## config.mk

```make
export PLATFORM = sky130hd
export DESIGN_NAME = mmu_seq_ctrl
export DESIGN_NICKNAME = d
export VERILOG_FILES = /design/src/rtl/mmu_seq_ctrl.sv
export SDC_FILE = /design/constraint.sdc
export NUM_CORES = 1
export LEC_CHECK = 0
export ABC_AREA = 1
export BUFFER_PORTS_ARGS = -buffer_cell sky130_fd_sc_hd__buf_4
export CORE_MARGIN = 5
export CORE_UTILIZATION = 40
export DETAILED_ROUTE_END_ITERATION = 6
export GPL_TIMING_DRIVEN = 0
export PLACE_DENSITY_LB_ADDON = 0.08
export SYNTH_ARGS = -nofsm -noshare
export SYNTH_HDL_FRONTEND = slang
export SYNTH_SLANG_ARGS = --single-unit
```

## constraint.sdc

```tcl
create_clock -name clk -period 2.14 [get_ports clk]
set_clock_uncertainty 0.05 [all_clocks]
set_input_delay 0.428 -clock clk [delete_from_list [all_inputs] [get_ports clk]]
set_output_delay 0.428 -clock clk [all_outputs]
set_load 0.01 [all_outputs]
```

## src/rtl/mmu_seq_ctrl.sv

```systemverilog
// mmu_seq_ctrl: sequencer for one systolic-array tile pass.
// Preloads PE_SIZE ifmap vectors, streams len weight vectors with
// diagonally skewed per-lane enables, then tracks the psum vectors
// leaving the array and raises a one-cycle done pulse.
// The buffers have 1-cycle read latency, so every enable below is
// derived from the read strobe delayed by one cycle (base_v).
module mmu_seq_ctrl #(
  parameter int PE_SIZE    = 4,
  parameter int ADDR_WIDTH = 10,
  parameter int LEN_WIDTH  = 10,
  parameter int OUT_LAT    = 2 * PE_SIZE
) (
  input  logic                  clk,
  input  logic                  rst_n,
  input  logic                  start_i,
  input  logic [LEN_WIDTH-1:0]  len_i,
  output logic                  busy_o,
  output logic                  done_o,
  output logic                  ifmap_rd_en_o,
  output logic [ADDR_WIDTH-1:0] ifmap_rd_addr_o,
  output logic                  weight_rd_en_o,
  output logic [ADDR_WIDTH-1:0] weight_rd_addr_o,
  output logic                  ifmap_preload_o,
  output logic [PE_SIZE-1:0]    weight_en_col_o,
  output logic [PE_SIZE-1:0]    psum_en_row_o,
  output logic                  psum_valid_o,
  output logic [ADDR_WIDTH-1:0] psum_wr_addr_o
);

  typedef enum logic [2:0] {
    IDLE,
    PRELOAD,
    STREAM,
    DRAIN,
    DONE
  } state_e;

  localparam logic [ADDR_WIDTH-1:0] IFMAP_LAST = ADDR_WIDTH'(PE_SIZE - 1);

  state_e                  state_q, state_d;
  logic [LEN_WIDTH-1:0]    len_q, len_d;
  logic                    busy_q, busy_d;
  logic                    done_q, done_d;
  logic                    ifmap_rd_en_q, ifmap_rd_en_d;
  logic [ADDR_WIDTH-1:0]   ifmap_rd_addr_q, ifmap_rd_addr_d;
  logic                    weight_rd_en_q, weight_rd_en_d;
  logic [ADDR_WIDTH-1:0]   weight_rd_addr_q, weight_rd_addr_d;
  logic                    preload_q, preload_d;
  logic [PE_SIZE-1:0]      skew_q, skew_d;
  logic [OUT_LAT-1:0]      lat_q, lat_d;
  logic [ADDR_WIDTH-1:0]   psum_wr_addr_q, psum_wr_addr_d;
  logic [LEN_WIDTH-1:0]    psum_cnt_q, psum_cnt_d;
  logic [ADDR_WIDTH-1:0]   weight_last;
  logic                    start_accept;
  logic                    base_v;
  logic                    psum_valid_q;
  logic [PE_SIZE-1:0]      lane_bus;

  // Start is only honoured in IDLE; a held start_i in DONE is ignored.
  assign start_accept = (state_q == IDLE) && start_i;
  assign weight_last  = ADDR_WIDTH'(len_q - LEN_WIDTH'(1));
  assign base_v       = skew_q[0];
  assign psum_valid_q = lat_q[OUT_LAT-1];

  // State register plus every registered output and datapath flop.
  always_ff @(posedge clk or negedge rst_n) begin
    if (!rst_n) begin
      state_q          <= IDLE;
      len_q            <= '0;
      busy_q           <= 1'b0;
      done_q           <= 1'b0;
      ifmap_rd_en_q    <= 1'b0;
      ifmap_rd_addr_q  <= '0;
      weight_rd_en_q   <= 1'b0;
      weight_rd_addr_q <= '0;
      preload_q        <= 1'b0;
      skew_q           <= '0;
      lat_q            <= '0;
      psum_wr_addr_q   <= '0;
      psum_cnt_q       <= '0;
    end else begin
      state_q          <= state_d;
      len_q            <= len_d;
      busy_q           <= busy_d;
      done_q           <= done_d;
      ifmap_rd_en_q    <= ifmap_rd_en_d;
      ifmap_rd_addr_q  <= ifmap_rd_addr_d;
      weight_rd_en_q   <= weight_rd_en_d;
      weight_rd_addr_q <= weight_rd_addr_d;
      preload_q        <= preload_d;
      skew_q           <= skew_d;
      lat_q            <= lat_d;
      psum_wr_addr_q   <= psum_wr_addr_d;
      psum_cnt_q       <= psum_cnt_d;
    end
  end

  // Next-state logic: preload and stream end on their last address,
  // drain ends once the psum count (including this cycle) reaches len.
  always_comb begin
    state_d = state_q;
    unique case (state_q)
      IDLE: begin
        if (start_i) begin
          state_d = (len_i == '0) ? DONE : PRELOAD;
        end
      end
      PRELOAD: begin
        if (ifmap_rd_addr_q == IFMAP_LAST) begin
          state_d = STREAM;
        end
      end
      STREAM: begin
        if (weight_rd_addr_q == weight_last) begin
          state_d = DRAIN;
        end
      end
      DRAIN: begin
        if (psum_cnt_d == len_q) begin
          state_d = DONE;
        end
      end
      DONE: begin
        state_d = IDLE;
      end
      default: begin
        state_d = IDLE;
      end
    endcase
  end

  // Output decode: strobes follow the upcoming state so they are
  // registered and line up with that state's cycles.
  always_comb begin
    busy_d           = (state_d != IDLE);
    done_d           = (state_d == DONE);
    ifmap_rd_en_d    = (state_d == PRELOAD);
    weight_rd_en_d   = (state_d == STREAM);
    preload_d        = (state_q == PRELOAD) && (ifmap_rd_addr_q == '0);
    ifmap_rd_addr_d  = ifmap_rd_addr_q;
    weight_rd_addr_d = weight_rd_addr_q;
    if (state_d == PRELOAD) begin
      ifmap_rd_addr_d = (state_q == PRELOAD) ? ifmap_rd_addr_q + ADDR_WIDTH'(1) : '0;
    end
    if (state_d == STREAM) begin
      weight_rd_addr_d = (state_q == STREAM) ? weight_rd_addr_q + ADDR_WIDTH'(1) : '0;
    end
  end

  // Tile length is captured only when a start is accepted.
  always_comb begin
    len_d = len_q;
    if (start_accept) begin
      len_d = len_i;
    end
  end

  // Skew chain: stage 0 is base_v, stage i is base_v delayed i cycles.
  always_comb begin
    skew_d    = '0;
    skew_d[0] = weight_rd_en_q;
    for (int i = 1; i < PE_SIZE; i++) begin
      skew_d[i] = skew_q[i-1];
    end
  end

  // Array latency line: the last stage is base_v delayed OUT_LAT cycles.
  always_comb begin
    lat_d    = '0;
    lat_d[0] = base_v;
    for (int k = 1; k < OUT_LAT; k++) begin
      lat_d[k] = lat_q[k-1];
    end
  end

  // Psum write address and count restart per pass and advance after
  // each valid output cycle.
  always_comb begin
    psum_wr_addr_d = psum_wr_addr_q;
    psum_cnt_d     = psum_cnt_q;
    if (start_accept) begin
      psum_wr_addr_d = '0;
      psum_cnt_d     = '0;
    end else if (psum_valid_q) begin
      psum_wr_addr_d = psum_wr_addr_q + ADDR_WIDTH'(1);
      psum_cnt_d     = psum_cnt_q + LEN_WIDTH'(1);
    end
  end

  // Lane i is driven by bus bit PE_SIZE-1-i, so lane 0 is the MSB.
  always_comb begin
    lane_bus = '0;
    for (int i = 0; i < PE_SIZE; i++) begin
      lane_bus[PE_SIZE-1-i] = skew_q[i];
    end
  end

  assign busy_o           = busy_q;
  assign done_o           = done_q;
  assign ifmap_rd_en_o    = ifmap_rd_en_q;
  assign ifmap_rd_addr_o  = ifmap_rd_addr_q;
  assign weight_rd_en_o   = weight_rd_en_q;
  assign weight_rd_addr_o = weight_rd_addr_q;
  assign ifmap_preload_o  = preload_q;
  assign weight_en_col_o  = lane_bus;
  assign psum_en_row_o    = lane_bus;
  assign psum_valid_o     = psum_valid_q;
  assign psum_wr_addr_o   = psum_wr_addr_q;

endmodule

```

==> After elaboration in Yosys (flattened, before gate mapping) <==
Cells that the tools add are included.
{ "totals": {"inputBits": 13, "reg_bits": 70, "wordCells": 46, "output_inout_bits": 44} }
{ "op_classes": {"n_reduce_logical": 7, "addsub": 5, "muxes": 12, "eq_ne": 9} }
{ "op_table": {"columns": ["operator", "n"], "rows": [
  ["$mux 10", 6],
  ["$add 10x1->10 const B", 4],
  ["$eq 10x10->1", 2],
  ["$logic_not 10->1", 2],
  ["$mux 3", 5],
  ["$pmux 3 s4", 1],
  ["$eq 10x2->1 const B", 1],
  ["$sub 10x1->10 const B", 1],
  ["$eq 3x2->1 const B", 3],
  ["$eq 3x1->1 const B", 2],
  ["$eq 3x3->1 const B", 1],
  ["$logic_not 3->1", 1],
  ["$reduce_bool 3->1", 1],
  ["$logic_and 1x1->1", 2],
  ["$reduce_bool 2->1", 1]
]} }

==> Longest topological paths before layout <==
{ "depth": {"depth_word": 7, "mapped_depth": 18, "mapped_depth_nobuf": 16} }

==> Worst setup path before layout <==
Ideal clock, no wire load.
{ "synth_timing": {"path_type": "register to register", "from": "register psum_cnt_q[0]", "to": "register weight_rd_addr_q[7] (netlist: weight_rd_addr_o[7])", "setup_ns": 0.117, "setup_slack_ns": 0.185, "stages_incl_launch_ff": 18, "t_arrival_ns": 1.788, "path_cell_list": "dfrtp_1 ha_1 nand2_1 nor2_2 nand3_2 nand2_1 inv_2 nand2_2 nand2_1 nand2_1 nand3_1 nor2_2 nand2_2 nand2_4 nand3_2 buf_6 nand2_1 nand2_1"} }
{ "synth_between": {"elab_chain_len": 7} }
{ "synth_rtl": {"columns": ["element", "line_no", "text"], "rows": [
  ["start, declared", "52", "logic [LEN_WIDTH-1:0] psum_cnt_q, psum_cnt_d;"],
  ["start signal, assigned", "94", "psum_cnt_q <= psum_cnt_d;"],
  ["$add 10x1->10", "186", "psum_cnt_d = psum_cnt_q + LEN_WIDTH'(1);"],
  ["$mux 10 (*)", "184", "end else if (psum_valid_q) begin"],
  ["$mux 10 (*)", "181", "if (start_accept) begin"],
  ["$eq 10x10->1 (*)", "119", "if (psum_cnt_d == len_q) begin"],
  ["$mux 3 (*)", "119", null],
  ["$pmux 3 s4 (*)", "102", "unique case (state_q)"],
  ["$eq 3x2->1 (*)", "145", "if (state_d == STREAM) begin"],
  ["end signal, assigned", "89", "weight_rd_addr_q <= weight_rd_addr_d;"],
  ["end, declared", "47", "logic [ADDR_WIDTH-1:0] weight_rd_addr_q, weight_rd_addr_d;"]
]} }
Every way passes the cells marked *; elsewhere a longest branch is shown, timed or not.
A chain may end at the register's enable or synchronous reset.

==> Worst setup path after layout <==
{ "layout_timing": {"from": "register psum_cnt_q[1]", "to": "register weight_rd_addr_q[2] (netlist: weight_rd_addr_o[2])"} }
The elaborated chain is that of the path after synthesis.

==> key figures <==
Clock network
  – CTS tree: yes
  – Root Buffer: clkbuf_8
  – CTS max path bufs: 2
  – CTS Buf Count: 9
  – Clock Sinks: 67
  – Clock slew at reported path FFs: around 70 ps
  – Hold-fix buffers at CTS: 0
  – Later-pin clock latency in the skew report: about 350 ps
  – H-tree depth: 3

STA
  – Final Hold Slack: approximately 130 ps
  – Setup TNS Final: 0 ps
  – Final hold vios: 0
  – Worst-Margin Slew: between 800 and 900 ps
  – FMAX: between 0.4 and 0.5 GHz
  – Min setup slack post-route: 15.53 ps
  – RSZ-0062 raised after global routing: yes
  – Rel. slew slack: 0.4282
  – Final setup violation count: 0
  – Post-layout min period: roughly 2100 ps
  – Final period util: 0.9927
  – Slew Viols, Final: 0

Worst setup path
  – R2R Setup Slk: roughly 16 ps
  – CP peak stage delay: 420 ps
  – R2R cell count: 17
  – Slowest-stage cell, CP: dfrtp_1
  – Startpoint types: flop
  – Type of the worst setup path: reg2reg
  – Critical path required time: around 2300 ps
  – Critical Path Sink Type: flop
  – CP max FO: 5
  – Crit path DAT: about 2300 ps
  – Worst R2R Start: psum_cnt_q[1]
  – CP delay by family, top: simple AND/OR/NAND/NOR gates
  – CP Cell Sequence: ha_4 -> nand2_2 -> nand2_2 -> nand2_2 -> nand2_1 -> nand2_1 -> inv_1 -> nand2_1 -> nor2_1 -> nand3_1 -> nor2_2 -> nand2_2 -> nand2_4 -> nand3_4 -> buf_6 -> nand2_1 -> nand2_1
  – Crit Reg-Reg Endpoint: weight_rd_addr_o[2]
  – CP Buf/Inv Count: 2
  – Most used cell, CP: nand2_1

Routing
  – ANT nets after route: 0
  – Pre-Repair DR Iteration Count: 4
  – Wire per inst: 13.16 um
  – Vias per cell: approximately 5
  – Drc violations: 0
  – Via count: 3302
  – WL final: a little under 9000 um
  – Iteration-0 DRC Markers: about 120

Placed design
  – Dpl hpwl: roughly 6500 um
  – # port buffers: 56
  – Dpl cell area: roughly 4300 um2
  – DP Worst Slack: -179.2 ps
  – Final Wtd Congestion: about 0.83
  – Placed insts: 650

Floorplanning
  – Core box area: approximately 9000 um2
  – Initial core utilization: 0.4063
  – Die Y: 106.4 um
  – IO Pins: 57
  – Row cnt: 35
  – Die W: 106.4 um
  – Die area: roughly 11000 um2

Cells and area
  – Share of layout cells above drive strength 1: 0.2416
  – Area grow syn2layout: 23.92%
  – Antenna fix cells: 0
  – Design Area, Final: around 4600 um2
  – Util after Layout: 0.5035
  – Final #Nets: roughly 580
  – Most frequent cells in the layout: nand2_1, buf_4, dfrtp_1
  – Final Instance Count excl. Fillers: between 600 and 700
  – Commonest non-fill, non-tap cell in the layout: nand2_1
  – Filler cells: just over 900

Synthesis
  – Post-synth ARST share: 1.000
  – Synth area leaders: dfrtp_1, nand2_1, inv_1, nor2_1, nand3_1
  – Yosys warns: 0
  – #FFs+latches synth: 67
  – Prevailing post-synth register cell: dfrtp_1
  – Share of the synthesized area in the top cell type: 0.4509
  – Syn avg cell area: slightly below 8 um2
  – Yosys cell types: 35
  – Post-synthesis sequential area ratio: 0.4509
  – Syn Nets: approximately 500
  – Post-Synthesis Cells: between 400 and 500
  – Synth area leader: dfrtp_1
  – Post-Synthesis Cell Area: 3719 um2
  – EDFF count, synth: 0

Power and ir drop
  – Maximum vdd drop: between 0.2 and 0.25 mV
  – Pwr Density: 494.9 nW/um2
  – Pwr Total: 2.281 mW
  – Static Leakage: roughly 2.4 nW

Global route
  – Antenna violations before repair: 0
  – Vias in the first global route: just over 3000
  – Largest net degree at the start of global routing: 68
  – GRT overflow: 0
  – Total track usage: 0.1616
  – First-pass GRT wire length: 14570 um

Hold path
  – HP Class: in2async

Flow run
  – Max-Cap Viols: 0

Outcome
  – Status: finished, final reports clean
-- worst max path at each step --
stage                  start  slack (ps)                  end  cells past startpoint
6_report       psum_cnt_q[1]          20  weight_rd_addr_o[2]                     17
5_1_grt        psum_cnt_q[1]        -170  weight_rd_addr_o[2]                     17
4_1_cts        psum_cnt_q[0]           5  weight_rd_addr_o[1]                     17
3_5_place_dp         start_i        -180             len_q[5]                     10
3_3_place_gp      state_q[0]        -130  weight_rd_addr_o[2]                      7
2_1_floorplan  psum_cnt_q[0]         180  weight_rd_addr_o[7]                     17
-- worst reg2reg max path, cell delays in order (launching register included) --
cell and delay (ps):
dfrtp_1 420, ha_4 280, nand2_2 40, nand2_2 90, nand2_2 60, nand2_1 60, nand2_1 40, inv_1 50
nand2_1 50, nor2_1 100, nand3_1 100, nor2_2 140, nand2_2 100, nand2_4 90, nand3_4 90, buf_6 150
nand2_1 50, nand2_1 50
-- area by class of cell --
class                      instances  area (um2)  area share
buffer                            16       126.4     0.02742
timing repair buffer              65       495.5      0.1075
clock inverter                     3       23.77    0.005159
clock buffer                      12       155.1     0.03367
inverter                          66       250.2     0.05430
multi-input combinational        334        1740      0.3777
sequential                        67        1678      0.3641
tap                              111       138.9     0.03014
-- sequential cells by signal (all words and copies together) (netlist names) --
| register | flops |
|---|---|
| busy_o | 1 |
| done_o | 1 |
| ifmap_preload_o | 1 |
| ifmap_rd_addr_o | 10 |
| ifmap_rd_en_o | 1 |
| lat_q | 8 |
| len_q | 10 |
| psum_cnt_q | 10 |
| psum_wr_addr_o | 10 |
| skew_q | 1 |
| state_q | 3 |
| weight_rd_addr_o | 10 |
| weight_rd_en_o | 1 |
-- synth_stat cells (3+ instances only) --
library cell and count:
nor2_2 6, nor2_1 56, ha_1 6, a21oi_1 15
xnor2_1 4, clkbuf_1 3, inv_1 61, nand3_1 37
nand2_4 3, o21ai_0 20, nor3b_1 6, dfrtp_1 67
xor2_1 11, buf_6 4, nand2_2 5, nand2_1 122
buf_4 7, nand4_1 17, nor3_1 9
-- layer usage --
metal,routed length [um],GRT usage,up-vias
li1,-,-,1686
met3,310,0.02732,12
met1,3988,0.2037,1549
met4,164,0.06849,0
met5,0,0,-
met2,4407,0.2738,55
-- logic make-up (layout without fill, tap and decap cells) --
kind of cell | after synthesis | count (layout) | synth area share
fa+ha+maj | 6 | 6 | 0.02019
compound gates | 45 | 45 | 0.06864
buf+inv | 82 | 162 | 0.09926
flops | 67 | 67 | 0.4509
xor+xnor | 15 | 15 | 0.03533
simple gates | 268 | 268 | 0.3257
-- report_power, final --
group	switching, mW	internal [mW]	leakage [nW]	total [mW]
clock	0.488	0.480	0.0847	0.968
combinational	0.0318	0.0153	1.42	0.0471
sequential	0	1.27	0.852	1.27
-- timing repair --
item,4_1_cts,5_1_grt
resized for setup,5,26
cloned,0,1
setup buffers,5,3
endpoints found under the setup margin,16,17
No activity file was read; power rests on OpenSTA's default activity.
